==> src/rtl/mem_load_store_unit.sv <==
`timescale 1ns/1ps
// mem_load_store_unit
// Bridges the core's execute/memory stage to a memory-mapped peripheral
// port. It takes one load/store at a time, issues a single-cycle request,
// waits a bounded number of cycles for the registered response, and returns
// extended load data plus an error flag and code.
//
// Handshake: an operation is accepted on a rising clk edge where
// i_valid && o_ready. i_valid while o_ready is low is ignored and nothing is
// queued. o_done pulses for one cycle; o_rd_data/o_err/o_err_code are valid
// then and hold until the next completion.
//
// Ports:
//   clk, aresetn                  clock, asynchronous active-low reset
//   i_valid / o_ready             core operation handshake
//   i_addr, i_wr_data, i_wr_en    byte address, right-justified store data, 1=store
//   i_count, i_unsigned           access size, zero-extend loads when 1
//   o_req_addr, o_req_wr_data     peripheral request address / write data
//   o_req_wr_en, o_req_count      peripheral write enable / size (NONE when idle)
//   i_res_rd_data, i_res_code     peripheral response data / code
//   o_done, o_rd_data             completion pulse, extended load result
//   o_err, o_err_code             failure flag, failing code (INVALID on timeout)
//   o_dbg_state                   current FSM state (IDLE=0 REQ=1 WAIT=2 DONE=3)

`ifndef MEM_COUNT_W
`define MEM_COUNT_W          2
`define MEM_COUNT_NONE       2'd0
`define MEM_COUNT_BYTE       2'd1
`define MEM_COUNT_HALF       2'd2
`define MEM_COUNT_WORD       2'd3
`endif
`ifndef MEM_CODE_W
`define MEM_CODE_W           3
`define MEM_CODE_INVALID     3'd0
`define MEM_CODE_READ        3'd1
`define MEM_CODE_WRITE       3'd2
`define MEM_CODE_MISALIGNED  3'd3
`define MEM_CODE_OUT_OF_BOUNDS 3'd4
`endif

module mem_load_store_unit #(
    parameter int TIMEOUT_CYCLES = 8,
    parameter int ADDR_W         = 32,
    parameter int WORD_W         = 32
) (
    input  logic                   clk,
    input  logic                   aresetn,
    input  logic                   i_valid,
    output logic                   o_ready,
    input  logic [ADDR_W-1:0]      i_addr,
    input  logic [WORD_W-1:0]      i_wr_data,
    input  logic                   i_wr_en,
    input  logic [`MEM_COUNT_W-1:0] i_count,
    input  logic                   i_unsigned,
    output logic [ADDR_W-1:0]      o_req_addr,
    output logic [WORD_W-1:0]      o_req_wr_data,
    output logic                   o_req_wr_en,
    output logic [`MEM_COUNT_W-1:0] o_req_count,
    input  logic [WORD_W-1:0]      i_res_rd_data,
    input  logic [`MEM_CODE_W-1:0] i_res_code,
    output logic                   o_done,
    output logic [WORD_W-1:0]      o_rd_data,
    output logic                   o_err,
    output logic [`MEM_CODE_W-1:0] o_err_code,
    output logic [1:0]             o_dbg_state
);

    typedef enum logic [1:0] {
        S_IDLE = 2'd0,
        S_REQ  = 2'd1,
        S_WAIT = 2'd2,
        S_DONE = 2'd3
    } state_t;

    state_t state, next_state;

    logic [ADDR_W-1:0]       addr_q;
    logic [WORD_W-1:0]       wr_data_q;
    logic                    wr_en_q;
    logic [`MEM_COUNT_W-1:0] count_q;
    logic                    unsigned_q;
    logic [7:0]              cnt_q;
    logic                    ready_q;
    logic [WORD_W-1:0]       rd_data_q;
    logic                    err_q;
    logic [`MEM_CODE_W-1:0]  err_code_q;

    logic                    accept;
    logic                    res_seen;
    logic                    timed_out;
    logic [WORD_W-1:0]       res_rd_data;
    logic                    res_err;

    assign accept    = (state == S_IDLE) && ready_q && i_valid;
    assign res_seen  = (i_res_code != `MEM_CODE_INVALID);
    assign timed_out = (cnt_q == 8'(TIMEOUT_CYCLES - 1));

    // State register
    always_ff @(posedge clk or negedge aresetn) begin
        if (!aresetn) state <= S_IDLE;
        else          state <= next_state;
    end

    // Next-state logic
    always_comb begin
        next_state = state;
        case (state)
            S_IDLE: if (accept)
                        next_state = (i_count == `MEM_COUNT_NONE) ? S_DONE : S_REQ;
            S_REQ:  next_state = S_WAIT;
            S_WAIT: if (res_seen || timed_out) next_state = S_DONE;
            S_DONE: next_state = S_IDLE;
            default: next_state = S_IDLE;
        endcase
    end

    // Outputs decoded from state. The request only carries a size while in
    // REQ, so the peripheral sees exactly one request cycle.
    always_comb begin
        o_req_count = `MEM_COUNT_NONE;
        o_req_wr_en = 1'b0;
        o_done      = 1'b0;
        case (state)
            S_REQ: begin
                o_req_count = count_q;
                o_req_wr_en = wr_en_q;
            end
            S_DONE: o_done = 1'b1;
            default: ;
        endcase
    end

    assign o_req_addr    = addr_q;
    assign o_req_wr_data = wr_data_q;
    assign o_ready       = ready_q;
    assign o_rd_data     = rd_data_q;
    assign o_err         = err_q;
    assign o_err_code    = err_code_q;
    assign o_dbg_state   = state;

    // Response classification: success only when the code matches the
    // direction of the operation; every other code is reported as an error.
    always_comb begin
        res_rd_data = '0;
        res_err     = 1'b1;
        if (!wr_en_q && i_res_code == `MEM_CODE_READ) begin
            res_err = 1'b0;
            case (count_q)
                `MEM_COUNT_BYTE: res_rd_data = {{(WORD_W-8){i_res_rd_data[7] & ~unsigned_q}},
                                                i_res_rd_data[7:0]};
                `MEM_COUNT_HALF: res_rd_data = {{(WORD_W-16){i_res_rd_data[15] & ~unsigned_q}},
                                                i_res_rd_data[15:0]};
                default:         res_rd_data = i_res_rd_data;
            endcase
        end else if (wr_en_q && i_res_code == `MEM_CODE_WRITE) begin
            res_err = 1'b0;
        end
    end

    // Datapath registers
    always_ff @(posedge clk or negedge aresetn) begin
        if (!aresetn) begin
            addr_q     <= '0;
            wr_data_q  <= '0;
            wr_en_q    <= 1'b0;
            count_q    <= `MEM_COUNT_NONE;
            unsigned_q <= 1'b0;
            cnt_q      <= '0;
            ready_q    <= 1'b0;
            rd_data_q  <= '0;
            err_q      <= 1'b0;
            err_code_q <= `MEM_CODE_INVALID;
        end else begin
            // Registered copy of "next state is IDLE", so o_ready comes up
            // one cycle after reset release and tracks IDLE afterwards.
            ready_q <= (next_state == S_IDLE);
            case (state)
                S_IDLE: if (accept) begin
                    addr_q     <= i_addr;
                    wr_data_q  <= i_wr_data;
                    wr_en_q    <= i_wr_en;
                    count_q    <= i_count;
                    unsigned_q <= i_unsigned;
                    if (i_count == `MEM_COUNT_NONE) begin
                        rd_data_q  <= '0;
                        err_q      <= 1'b1;
                        err_code_q <= `MEM_CODE_INVALID;
                    end
                end
                S_REQ: cnt_q <= '0;
                S_WAIT: begin
                    if (res_seen) begin
                        rd_data_q  <= res_rd_data;
                        err_q      <= res_err;
                        err_code_q <= i_res_code;
                    end else if (timed_out) begin
                        rd_data_q  <= '0;
                        err_q      <= 1'b1;
                        err_code_q <= `MEM_CODE_INVALID;
                    end else begin
                        cnt_q <= cnt_q + 8'd1;
                    end
                end
                default: ;
            endcase
        end
    end

endmodule

==> config.mk <==
export PLATFORM = sky130hd
export DESIGN_NAME = mem_load_store_unit
export DESIGN_NICKNAME = d
export VERILOG_FILES = /design/src/rtl/mem_load_store_unit.sv
export SDC_FILE = /design/constraint.sdc
export NUM_CORES = 1
export LEC_CHECK = 0
export ABC_AREA = 1
export CAP_MARGIN = 10
export CORE_MARGIN = 5
export CORE_UTILIZATION = 39
export CTS_BUF_LIST = sky130_fd_sc_hd__clkbuf_16
export DETAILED_ROUTE_END_ITERATION = 7
export GPL_TIMING_DRIVEN = 0
export PLACE_DENSITY = 0.78
export SLEW_MARGIN = 20
export SYNTH_ARGS = -nofsm -noshare
export SYNTH_HDL_FRONTEND = slang
export SYNTH_SLANG_ARGS = --single-unit
==> constraint.sdc <==
create_clock -name clk -period 1.75 [get_ports clk]
set_clock_uncertainty 0.1 [all_clocks]
set_input_delay 0.2625 -clock clk [delete_from_list [all_inputs] [get_ports clk]]
set_output_delay 0.2625 -clock clk [all_outputs]
set_load 0.05 [all_outputs]
# Word-level counts from Yosys, hierarchy flattened
# Index checks and enable logic that the tools add are counted.
# word_totals
ram_bits,0
regBits,115
latchBits,0
memories,0
inputBits,106
word_cells,72
mem_bits_ro,0
out_inout_bits,107
# classes
n_reduce_logical,15
bitwise_logic,3
n_div,0
eq_ne,13
magnitude_cmp,0
shifts,0
muxes,29
n_mul,0
addsub,1
# ops
op,count
two-way mux 32 bit,5
case mux 32 bit (2 select lines),2
two-way mux 8 bit,2
case mux 8 bit (2 select lines),1
two-way mux 3 bit,4
adder 8 x 1 -> 8 bit (second input constant),1
== test 8 x 3 -> 1 bit (second input constant),1
two-way mux 1 bit,8
two-way mux 2 bit,4
case mux 2 bit (4 select lines),1
== test 2 bit (second input constant),3
logical NOT 2 bit,3
inequality test 2 bit (second input constant),3
case mux 3 bit (2 select lines),1
== test 2 x 1 -> 1 bit (second input constant),2
logical AND 1 bit,4
AND reduction 4 bit,1
nonzero test 2 bit,2
== test 3 x 1 -> 1 bit (second input constant),1
== test 3 x 2 -> 1 bit (second input constant),1
inequality test 3 bit (second input constant),1
AND reduction 3 bit,1
nonzero test 3 bit,1
AND 1 bit,2
other kinds (6),6

# Longest topological paths before layout
# depth
ltp_word,6
mapped_depth,11

# Least setup slack after synthesis
# OpenSTA, ideal clock, no wires.
# synth_path
path_kind,reg2reg
startpoint,"register state[0], in the netlist o_dbg_state[0]"
endpoint,"register addr_q[0], in the netlist o_req_addr[0]"
setup_time_ps,125
path_stages_with_launch,7
setup_slack_ps,-386
arrival_ps,1911
cell_sequence,dfrtp_1 > inv_1 > ha_1 > nand3_2 > buf_2 > buf_2 > mux2_2
# synth_between
elab_chain_cells,4
# synth_lines
item,line,source
start: declaration,75,"state_t state, next_state;"
start signal: assignment,101,else state <= next_state;
logical NOT 2 bit *,"94, 177",
logical AND 1 bit (2 in a row),94,assign accept = (state == S_IDLE) && ready_q && i_valid;
AND reduction 2 bit (no line) *,--,
end signal: assignment,179,addr_q <= i_addr;
end: declaration,77,logic [ADDR_W-1:0] addr_q;
# Mark *: on every way between the ends. The rest lies on a longest branch, timed or not.
# A chain may end at the register's enable or synchronous reset.

# Final worst setup path
# layout_path
startpoint,"register state[0], in the netlist o_dbg_state[0]"
endpoint,"register err_code_q[2], in the netlist o_err_code[2]"
# layout_between
elab_chain_cells,5
# layout_lines
item,line,source
logical NOT 2 bit,"94, 177",
logical AND 1 bit (2 in a row),94,
inequality test 2 bit (no line),--,
AND reduction 4 bit (no line),--,
end signal: assignment,172,err_code_q <= `MEM_CODE_INVALID;
end signal: assignment,187,err_code_q <= `MEM_CODE_INVALID;
end signal: assignment,195,err_code_q <= i_res_code;
end: declaration,86,logic [`MEM_CODE_W-1:0] err_code_q;
# Several ways; a longest one is shown, not always the timed one.

==> key figures <==
Global routing
  – Largest net degree at the start of global routing: 61
  – Met2 Track Usage GR: 34.19%
  – Met3 usage: 7.504%
  – GR Util met1: 22.27%
  – Vias in the first global route: 4707
  – Top Usage Layer GRT: met2
  – Initial antenna violation count: 0
  – Overall routing resource usage: 20.13%
  – First-pass GRT wire length: 24840 um
  – Total gr overflow: 0

Route
  – Routed vias: 4525
  – Vias per cell: 4.860
  – Router iterations before antenna repair: 4
  – Detailed Route Iter0 Violations: 342
  – WL/cell: 16.78 um
  – Routed Antenna Nets: 0
  – Final WL: 15620 um
  – Post-route DRC: 0

CTS
  – Num CTS Buffers: 17
  – Clk Tree Root Cell: clkbuf_16
  – Clk sinks: 115
  – CTS tree: done
  – CTS clock-pin slew for the worst setup and hold paths: 0.06 ns
  – # H-tree levels: 4
  – Worst-Skew Late Latency: 0.41 ns
  – Clk buf depth: 2

Setup path
  – Nature of the critical path startpoint: flop
  – Most frequent cell on the critical path: nand2_1
  – FF-to-FF Start: o_dbg_state[0]
  – Arrival @ worst endpoint: 1.93 ns
  – Slowest stage cell, crit path: dfrtp_2
  – CP max stage delay: 0.44 ns
  – Setup CP Type: reg -> reg
  – Critical Path Source: o_dbg_state[0]
  – Critical Path End Type: flop
  – Reg2Reg Setup Slack: 0.02 ns
  – Worst-path fanout max: 10
  – Worst Reg-to-Reg Cells: 8
  – CP cell instances: inv_4 > ha_4 > buf_4 > o21ai_4 > nand2_8 > buf_6 > nand2_1 > nand2_1
  – Worst EP required: 1.94 ns

Yosys
  – Synth top area share: 56.51%
  – Post-synthesis cell area: 5092 um^2
  – Post-synth top flop: dfrtp_1
  – EDFF count, synth: 0
  – Post-synth top cells: 130 x nand2_1, 115 x dfrtp_1, 64 x mux2_2
  – Synth unique cells: 27
  – Post-synthesis async set-or-reset flop share: 100.0%
  – Cells after Synth: 493
  – Sequential area share after synthesis: 56.51%
  – Syn_nets: 606
  – Average size of a mapped cell: 10.33 um^2
  – Cell with the most instances after synthesis: nand2_1
  – Top area cells in the synthesized netlist: dfrtp_1 57%, mux2_2 14%, nand2_1 9.6%
  – Dominant cell type by area after synthesis: dfrtp_1
  – Yosys warnings: 0
  – #FFs+latches synth: 115

Floorplan
  – I/O Pins: 213
  – Area of the core: 12720 um^2
  – Die Y: 124.3 um
  – Die area: 15440 um^2
  – Initial Utilization: 40.03%
  – Cell Rows: 41
  – Die X: 124.3 um

Outcome
  – Status: finished clean

Pwr
  – Maximum vdd drop: 1199 uV
  – Leakage power: 4.150 nW
  – Pwr Density: 1858 nW/um^2

Timing
  – Final period utilization: 98.94%
  – Setup_tns: 0 ns
  – Number of max-slew violations in the final report: 0
  – Worst rel slew slack: 62.27%
  – Fmax: 577.5 MHz
  – Final hold vios: 0
  – Final setup vio count: 0
  – Slew @ Worst Pin: 0.5681 ns
  – RSZ-0062 raised after global routing: yes
  – Final min period: 1.732 ns
  – Worst hold margin: 0.2760 ns

Final layout
  – Fillers: 1006
  – Share of cells above drive strength 1: 25.82%
  – Diode count: 0
  – Nets: 859
  – Area grow syn2layout: 64.25%

Placement
  – Placer congestion estimate: 0.8231
  – DP Wirelength: 11470 um
  – IO buf count: 212

Min path
  – HP Class: in -> async

Flow run
  – Max-Cap Viols: 0
[final timing paths]
kind | to
max | o_err_code[2]
min | o_req_addr[0]
max reg2reg | o_err_code[2]
min reg2reg | o_rd_data[2]
max in group asynchronous | o_dbg_state[1]
min in group clk | wr_en_q
[worst max-delay path: cells and delay by family (launching register included)]
| kind | cells | cell delay, ns |
|---|---|---|
| flip-flops | 1 | 0.44 |
| buffers and inverters | 3 | 0.37 |
| AO/OA/AOI/OAI | 1 | 0.27 |
| AND/OR/NAND/NOR | 3 | 0.24 |
| adder cells (fa/ha/maj) | 1 | 0.17 |
[metrics by stage]
step                      power (W)  setup slack [ns]  instance area (um^2)  std cells  util (%)
after global routing        0.01625          -0.06294                  8364        931     65.75
final                       0.01554           0.01848                  8364        931     65.75
after floorplan            0.009321          -0.04063                  5146        493         -
after detailed placement    0.01214           -0.3004                  7512        878     59.05
after CTS                   0.01532          -0.04285                  8128        919     63.89
after global placement      0.01192            -4.426                  7483        877     58.82
[cells in the final DEF, fill, tap and decap left out, types with 15 or more instances in the layout]
cell type	n
buf_4	27
clkbuf_16	18
clkdlybuf4s50_1	104
dfrtp_1	112
dlygate4sd2_1	90
inv_1	15
mux2_2	64
nand2_1	106
nand2_2	23
nand3_1	41
nor2_1	46
[registers in the layout (all words and copies together) (netlist names), 2 cells and up]
register,flops
o_dbg_state,2
cnt_q,8
o_rd_data,32
count_q,2
o_err_code,3
o_req_wr_data,32
o_req_addr,32
[metal layers]
metal | part of all wire, % | up-vias
met5 | 0 | -
met4 | 3.6 | 0
met3 | 6.9 | 34
met2 | 51 | 174
met1 | 38 | 2183
li1 | - | 2134
[report_power, final]
part / internal (W) / switching, W
combinational: 0.00263 / 0.00532
clock: 0.00225 / 0.00125
sequential: 0.00359 / 0.000494
[area by class of cell]
type	instances	area, um^2	share of cell area [%]
Clock buffer	17	425.4	5.086
Multi-Input combinational cell	333	2120	25.34
Inverter	23	100.1	1.197
Buffer	21	203.9	2.438
Tap cell	172	215.2	2.573
Clock inverter	15	181.4	2.169
Sequential cell	115	2882	34.45
Timing Repair Buffer	235	2237	26.75
[logic make-up after synthesis]
logic type,synth area share [%]
flops,56.51
buf+inv,4.496
fa+ha+maj,1.720
simple gates,20.91
mux,14.15
compound gates,2.039
xor+xnor,0.1720
[timing repair]
| action | CTS | global route |
|---|---|---|
| hold buffers | 1 | 0 |
| endpoints found under the hold margin | 55 | 0 |
| pin swaps | 4 | 16 |
| setup buffers | 9 | 10 |
| setup endpoints to repair | 170 | 55 |
| resized for setup | 144 | 62 |
| gates cloned | 0 | 2 |
No activity file was read; power rests on OpenSTA's default activity.
